==> config.mk <==
export PLATFORM = sky130hd
export DESIGN_NAME = usb_timer_sched_flat
export DESIGN_NICKNAME = d
export VERILOG_FILES = /design/src/rtl/usb_timer_sched_if.sv /design/src/rtl/usb_timer_sched.sv /design/src/flat_wrapper.sv
export SDC_FILE = /design/constraint.sdc
export NUM_CORES = 1
export LEC_CHECK = 0
export BUFFER_PORTS_ARGS = -buffer_cell sky130_fd_sc_hd__buf_2
export CAP_MARGIN = 20
export CORE_MARGIN = 10
export CORE_UTILIZATION = 35
export DETAILED_ROUTE_END_ITERATION = 8
export GPL_TIMING_DRIVEN = 0
export PLACE_DENSITY_LB_ADDON = 0.12
export SYNTH_ARGS = -nofsm -noshare
export SYNTH_HDL_FRONTEND = slang
export SYNTH_SLANG_ARGS = --single-unit
==> constraint.sdc <==
create_clock -name clk -period 3.1 [get_ports clk]
set_input_delay 0.155 -clock clk [delete_from_list [all_inputs] [get_ports clk]]
set_output_delay 0.155 -clock clk [all_outputs]
set_load 0.005 [all_outputs]
==> src/rtl/usb_timer_sched_if.sv <==
// Requester-side bundle for the shared USB interval timer: per-requester request/terminal count in,
// grant/completion/status out.
interface usb_timer_sched_if #(
   parameter int unsigned NREQ = 4,
   parameter int unsigned CW   = 16
);
   logic [NREQ-1:0]    req;
   logic [NREQ*CW-1:0] len;
   logic               tick;
   logic [NREQ-1:0]    gnt;
   logic [NREQ-1:0]    done;
   logic               busy;
   logic [CW-1:0]      cnt;

   modport master (
      output req, len, tick,
      input  gnt, done, busy, cnt
   );

   modport slave (
      input  req, len, tick,
      output gnt, done, busy, cnt
   );
endinterface

==> src/rtl/usb_timer_sched.sv <==
// Round-robin owner of one interval counter shared by NREQ USB timers; grants, counts ticks to the
// winner's terminal count, pulses done, then holds a fixed guard gap before re-arbitrating.
module usb_timer_sched #(
   parameter int unsigned NREQ = 4,
   parameter int unsigned CW   = 16,
   parameter int unsigned GAP  = 2
) (
   input logic              clk,
   input logic              rst_n,
   usb_timer_sched_if.slave bus
);
   localparam int unsigned   PW      = (NREQ > 1) ? $clog2(NREQ) : 1;
   localparam logic [CW-1:0] GapLast = CW'((GAP == 0) ? 0 : GAP - 1);
   localparam logic [PW-1:0] LastIdx = PW'(NREQ - 1);

   typedef enum logic [1:0] {StIdle, StCount, StGuard} state_e;

   state_e          state_q;
   logic [PW-1:0]   ptr_q;
   logic [PW-1:0]   win_q;
   logic [CW-1:0]   tc_q;
   logic [CW-1:0]   cnt_q;
   logic [NREQ-1:0] gnt_q;
   logic [NREQ-1:0] done_q;
   logic            busy_q;

   logic [CW-1:0]   len_arr [NREQ];
   logic            found;
   logic [PW-1:0]   pick;
   logic [PW-1:0]   sel;
   logic [CW-1:0]   pick_len;
   logic [PW-1:0]   ptr_next;
   logic            win_req;
   int unsigned     idx;

   for (genvar g = 0; g < NREQ; g++) begin : g_len
      assign len_arr[g] = bus.len[g*CW +: CW];
   end

   // Scan from ptr upward with wrap; first requester found wins.
   always_comb begin
      found    = 1'b0;
      pick     = '0;
      sel      = '0;
      pick_len = '0;
      idx      = 0;
      for (int unsigned i = 0; i < NREQ; i++) begin
         idx = 32'(ptr_q) + i;
         if (idx >= NREQ) idx = idx - NREQ;
         sel = PW'(idx);
         if (!found && bus.req[sel]) begin
            found    = 1'b1;
            pick     = sel;
            pick_len = len_arr[sel];
         end
      end
   end

   assign ptr_next = (win_q == LastIdx) ? '0 : win_q + PW'(1);
   assign win_req  = bus.req[win_q];

   always_ff @(posedge clk or negedge rst_n) begin
      if (!rst_n) begin
         state_q <= StIdle;
         ptr_q   <= '0;
         win_q   <= '0;
         tc_q    <= '0;
         cnt_q   <= '0;
         gnt_q   <= '0;
         done_q  <= '0;
         busy_q  <= 1'b0;
      end else begin
         done_q <= '0;
         unique case (state_q)
            StIdle: begin
               cnt_q <= '0;
               if (found) begin
                  state_q <= StCount;
                  win_q   <= pick;
                  tc_q    <= pick_len;
                  gnt_q   <= {{(NREQ-1){1'b0}}, 1'b1} << pick;
                  busy_q  <= 1'b1;
               end else begin
                  gnt_q  <= '0;
                  busy_q <= 1'b0;
               end
            end
            StCount: begin
               // Abort (req dropped) outranks a coincident terminal tick: no done in that case.
               if (!win_req || (bus.tick && cnt_q == tc_q)) begin
                  gnt_q   <= '0;
                  cnt_q   <= '0;
                  ptr_q   <= ptr_next;
                  done_q  <= win_req ? gnt_q : '0;
                  state_q <= (GAP == 0) ? StIdle : StGuard;
                  busy_q  <= (GAP != 0) || win_req;
               end else if (bus.tick) begin
                  cnt_q <= cnt_q + CW'(1);
               end
            end
            StGuard: begin
               if (cnt_q == GapLast) begin
                  state_q <= StIdle;
                  cnt_q   <= '0;
                  busy_q  <= 1'b0;
               end else begin
                  cnt_q <= cnt_q + CW'(1);
               end
            end
            default: state_q <= StIdle;
         endcase
      end
   end

   assign bus.gnt  = gnt_q;
   assign bus.done = done_q;
   assign bus.busy = busy_q;
   assign bus.cnt  = cnt_q;
endmodule

==> src/flat_wrapper.sv <==
// flat-port wrapper written by rule: the top's interface ports become plain ports
module usb_timer_sched_flat 
#(
   parameter int unsigned NREQ = 4,
   parameter int unsigned CW   = 16,
   parameter int unsigned GAP  = 2
)
  (clk, rst_n, bus_req, bus_len, bus_tick, bus_gnt, bus_done, bus_busy, bus_cnt);
  usb_timer_sched_if #(.NREQ(NREQ), .CW(CW)) bus_i ();
  input logic clk;
  input logic rst_n;
  input wire logic [$bits(bus_i.req)-1:0] bus_req;
  input wire logic [$bits(bus_i.len)-1:0] bus_len;
  input wire logic [$bits(bus_i.tick)-1:0] bus_tick;
  output wire logic [$bits(bus_i.gnt)-1:0] bus_gnt;
  output wire logic [$bits(bus_i.done)-1:0] bus_done;
  output wire logic [$bits(bus_i.busy)-1:0] bus_busy;
  output wire logic [$bits(bus_i.cnt)-1:0] bus_cnt;
  assign bus_i.req = bus_req;
  assign bus_i.len = bus_len;
  assign bus_i.tick = bus_tick;
  assign bus_gnt = bus_i.gnt;
  assign bus_done = bus_i.done;
  assign bus_busy = bus_i.busy;
  assign bus_cnt = bus_i.cnt;
  usb_timer_sched #(.NREQ(NREQ), .CW(CW), .GAP(GAP)) u_core (.clk(clk), .rst_n(rst_n), .bus(bus_i));
endmodule
# After elaboration in Yosys (flattened, before gate mapping)
# Cells that the tools add are included.
dict set report classes {
  addsub 9
  order_cmp 13
  eq_ne 9
  shifts 1
  mux 57
  bitwise_logic 4
  n_reduce_logical 18
}
# op n
set op_table {}
lappend op_table {{2-to-1 mux 16 bit} 15}
lappend op_table {{binary-select mux 16 bit (select 2 bit)} 4}
lappend op_table {{case mux 16 bit (3 select lines)} 1}
lappend op_table {{2-to-1 mux 2 bit} 12}
lappend op_table {{>= comparator 3 bit, second input constant} 7}
lappend op_table {{2-to-1 mux 4 bit} 5}
lappend op_table {{adder 16 x 1 -> 16 bit, second input constant} 1}
lappend op_table {{equality test 16 x 1 -> 1 bit, second input constant} 1}
lappend op_table {{equality test 16 bit} 1}
lappend op_table {{< comparator 2 x 3 -> 1 bit, second input constant} 5}
lappend op_table {{2-to-1 mux 1 bit} 12}
lappend op_table {{inverter 2 -> 3 bit} 4}
lappend op_table {{binary-select mux 1 bit (select 2 bit)} 5}
lappend op_table {{case mux 4 bit (2 select lines)} 1}
lappend op_table {{AND reduction 2 bit} 4}
lappend op_table {{subtractor 2 x 1 -> 2 bit, second input constant} 4}
lappend op_table {{adder 2 x 2 -> 3 bit, second input constant} 2}
lappend op_table {{inequality test 2 x 1 -> 1 bit, second input constant} 3}
lappend op_table {{case mux 2 bit (3 select lines)} 1}
lappend op_table {{AND reduction 3 bit} 2}
lappend op_table {{equality test 2 bit, second input constant} 2}
lappend op_table {{logical AND 1 bit} 4}
lappend op_table {{zero test 1 bit} 4}
lappend op_table {{<< shifter 1 x 2 -> 4 bit, first input constant} 1}
lappend op_table {{10 further kinds} 10}
dict set report totals {
  ff_bits 47
  word_cells 119
}

# Logic depth before layout (Yosys ltp)
dict set report logic_depth {
  ltp_word 17
  depth_mapped 9
  depth_no_buf 8
}

# Worst setup path before layout
# No wires, ideal clock.
dict set report synth_path {
  path_type {flip-flop to flip-flop}
  startpoint {register u_core.cnt_q[1], in the netlist u_core.bus.cnt[1]}
  endpoint {register u_core.cnt_q[11], in the netlist u_core.bus.cnt[11]}
  t_arrival_ns 2.357
  required_ns 2.974
  path_slack_ns 0.617
  stages_incl_launch_ff 9
  path_buffers 1
  synth_period_minus_slack_ns 2.483
  cell_sequence {dfrtp_1 inv_1 ha_1 or4b_1 o41a_1 o311ai_4 nor2_2 buf_6 a221o_1}
}
dict set report synth_between {
  elab_chain_len 5
  word_cells_on_any_way 11
  classes_between {1 x add/sub; 3 x eq/ne; 4 x mux; 3 x reduce/logical}
}
# item line_no
set synth_lines {}
lappend synth_lines {{start, declared} usb_timer_sched.sv:22} ;# logic [CW-1:0] cnt_q;
lappend synth_lines {{start signal, assigned} usb_timer_sched.sv:98} ;# cnt_q <= cnt_q + CW'(1);
lappend synth_lines {{start signal, assigned} usb_timer_sched.sv:107} ;# cnt_q <= cnt_q + CW'(1);
lappend synth_lines {{parallel branches: the longest is 5 deep, another holds adder 16 x 1 -> 16 bit} n/a}
# Several ways; the timed one is not identified. The select of a mux whose other input is x is not followed.
# A chain may end at the register's enable or synchronous reset.

# Worst setup path in the final report
dict set report layout_path {
  startpoint {register u_core.ptr_q[0]}
  endpoint {register u_core.tc_q[2]}
}
dict set report layout_between {
  elab_chain_len 15
  word_cells_on_any_way 54
  classes_between {7 x add/sub; 4 x order compare; 32 x mux; 4 x bitwise; 7 x reduce/logical}
}
# item line_no
set layout_lines {}
lappend layout_lines {{start, declared} usb_timer_sched.sv:19} ;# logic [PW-1:0] ptr_q;
lappend layout_lines {{start signal, assigned} usb_timer_sched.sv:93} ;# ptr_q <= ptr_next;
lappend layout_lines {{parallel branches: the longest is 15 deep, another holds adder 2 x 1 -> 3 bit} n/a}
lappend layout_lines {{end signal, assigned} usb_timer_sched.sv:80} ;# tc_q <= pick_len;
lappend layout_lines {{end, declared} usb_timer_sched.sv:21} ;# logic [CW-1:0] tc_q;
# Several ways; the timed one is not identified. The select of a mux whose other input is x is not followed.

==> qor.csv <==
metric;value;unit
status;complete, no violations;
antenna_left;0;
syn_to_final_growth;19.9;%
cts.sinks;47;
p_per_area;849;mW/mm²
ys_top_cells_by_area;dfrtp_1 (29%), mux2i_1 (12%), nand2_1 (4.9%), nor2_1 (4.5%), mux2_2 (4.1%);
netlist_instances;479;
synth_cell_types;58;
synth_top_area_frac;0.287;
synth_area;0.00410;mm²
dr.max_layer_used;met4;
cts_buffers;5;
cts_hold_buf;0;
holdWs;259;ps
grt_pass1_vias;4075;
rsz0062_at_grt;no;
n_antenna_cell;0;
rows;39;
met3_length;967;µm
numPortBuffers;94;
core;0.0115;mm²
worst_pin_slew;868;ps
die-area;0.0164;mm²
post_cts_buffers;0;
synth_edf_count;0;
register_area;0.00118;mm²
finalMaxSlewViolations;0;
final_area;0.00492;mm²
period_share;0.919;
cts_buffer_depth;2;
clk_pin_slew;60;ps
grt_overflow;0;
syn_nets;557;
ys_ff_latch;47;
fmax;351;MHz
gp_congestion;0.837;
final_core_util;0.429;
wirelength;13.1;mm
wl_per_cell;18.1;µm
grt_start_max_net_pins;48;
slew_headroom;0.421;
nFillCells;1151;
htree_levels;2;
cp-startpoint;u_core.ptr_q[0];
ys_top_cells_by_count;nand2_1 (53), mux2i_1 (51), nor2_1 (49), dfrtp_1 (47), o21ai_1 (24);
place_area;0.00475;mm²
wl_met1;6.15;mm
dr.first_iter.drc_count;342;
antenna_found_initial;0;
initial_utilization;0.358;
worst_ep_required_time;3260;ps
p_leak;2.30;nW
synth.most_common_cell;nand2_1;
io_pins;96;
route.met2.wl;5.92;mm
cts_tree;yes;
viasPerCell;5.68;
ys.flop_type;dfrtp_1;
final_nets;660;
grt_pass1_wl;21.3;mm
drc;0;
tns;0;ps
syn_avg_cell_area;8.56;µm²
dr_total_vias;4123;
endpoint_kind;flip-flop;
grt.total_usage;0.154;
setup_violations;0;
seq_area_frac_synth;0.287;
crit_path_max_fanout;10;
hold_path_class;in -> async;
path_class;reg -> reg;
rrSetupSlack;250;ps
ir_drop;289;µV
worstReg2RegStart;u_core.ptr_q[0];
die_w;128;µm
ys_warn_count;0;
skew;7.26;ps
clock_tree.root_cell;clkbuf_16;
hold_violations;0;
die_h;128;µm
drt_pass1_iterations;5;
cp-start-kind;flip-flop;
layout-drive-gt1-share;0.226;
period_needed;2850;ps
multi_input_area;0.00273;mm²
arrival;3010;ps
ctsResizeCount;0;
yosysTopAreaCell;dfrtp_1;
cap_violations;0;
clock_latency;290;ps
dp_hpwl;10.1;mm
async_flop_share;1.00;
[per-stage QoR]
step	power [mW]	setup WS (ps)	cells
after floorplan	2.92	617	479
after global placement	3.61	280	716
after detailed placement	3.65	289	716
after CTS	4.19	288	724
after global routing	4.51	35.1	726
final	4.17	252	726
[sequential cells by signal, summed over array words and instances (netlist names)]
register,count
u_core.bus.busy,1
u_core.bus.cnt,16
u_core.bus.done,4
u_core.bus.gnt,4
u_core.ptr_q,2
u_core.state_q,2
u_core.tc_q,16
u_core.win_q,2
[area by class of cell]
type	count	share of cell area
Clock inverter	1	0.00102
Timing Repair Buffer	96	0.102
Buffer	36	0.0349
Inverter	7	0.00534
Sequential cell	47	0.239
Tap cell	143	0.0364
Clock buffer	7	0.0270
Multi-Input combinational cell	389	0.554
[kinds of logic after synthesis]
group           synth area share
compound gates             0.240
flops                      0.287
xor+xnor                  0.0342
buf+inv                   0.0482
mux                        0.193
fa+ha+maj                 0.0214
simple gates               0.176
[critical path: stages, from the launching register on]
cell	delay, ps
dfrtp_1	360
clkbuf_1	200
nand2b_1	200
a31oi_1	200
a2bb2oi_1	620
clkbuf_1	490
o22ai_1	170
a211oi_1	370
o21ai_1	100
[power by group]
| group | switching, mW | internal [mW] |
|---|---|---|
| sequential | 0.134 | 0.798 |
| combinational | 1.60 | 1.12 |
| clock | 0.224 | 0.298 |
| total | 1.96 | 2.21 |
[cells in the final DEF, fill, tap and decap left out, types with 3 or more instances in the layout]
cell	count
and2_1	5
a211oi_1	16
nand2_1	53
buf_1	7
and3_1	3
a21oi_1	4
mux2_1	8
buf_6	3
dfrtp_1	47
or4_1	5
a22o_1	10
nor4_1	3
nand2b_1	4
mux2_2	15
a31oi_1	3
nand3_1	5
buf_2	99
o22ai_1	17
clkbuf_16	5
clkbuf_1	21
a211o_1	16
mux2i_1	51
xnor2_1	5
o21ai_1	24
nor2_1	49
ha_1	7
nand4_1	5
o21ai_0	12
nor2b_1	3
xor2_1	11
nor3_1	6
o211ai_1	18
inv_1	7
[worst paths after layout]
path | cells after the start | endpoint
worst min register to register | 1 | u_core.bus.busy
worst min-delay path | 2 | u_core.bus.gnt[3]
worst max register to register | 8 | u_core.tc_q[2]
min in group clk | 5 | u_core.tc_q[13]
max in group asynchronous | 3 | u_core.tc_q[0]
worst max-delay path | 8 | u_core.tc_q[2]
[routing by layer]
layer | GRT usage | vias to the layer above
li1 | - | 1983
met1 | 0.207 | 1977
met2 | 0.242 | 157
met3 | 0.0376 | 6
met4 | 0.0351 | 0
met5 | 0 | -
Power figures use the tool's default switching activity.
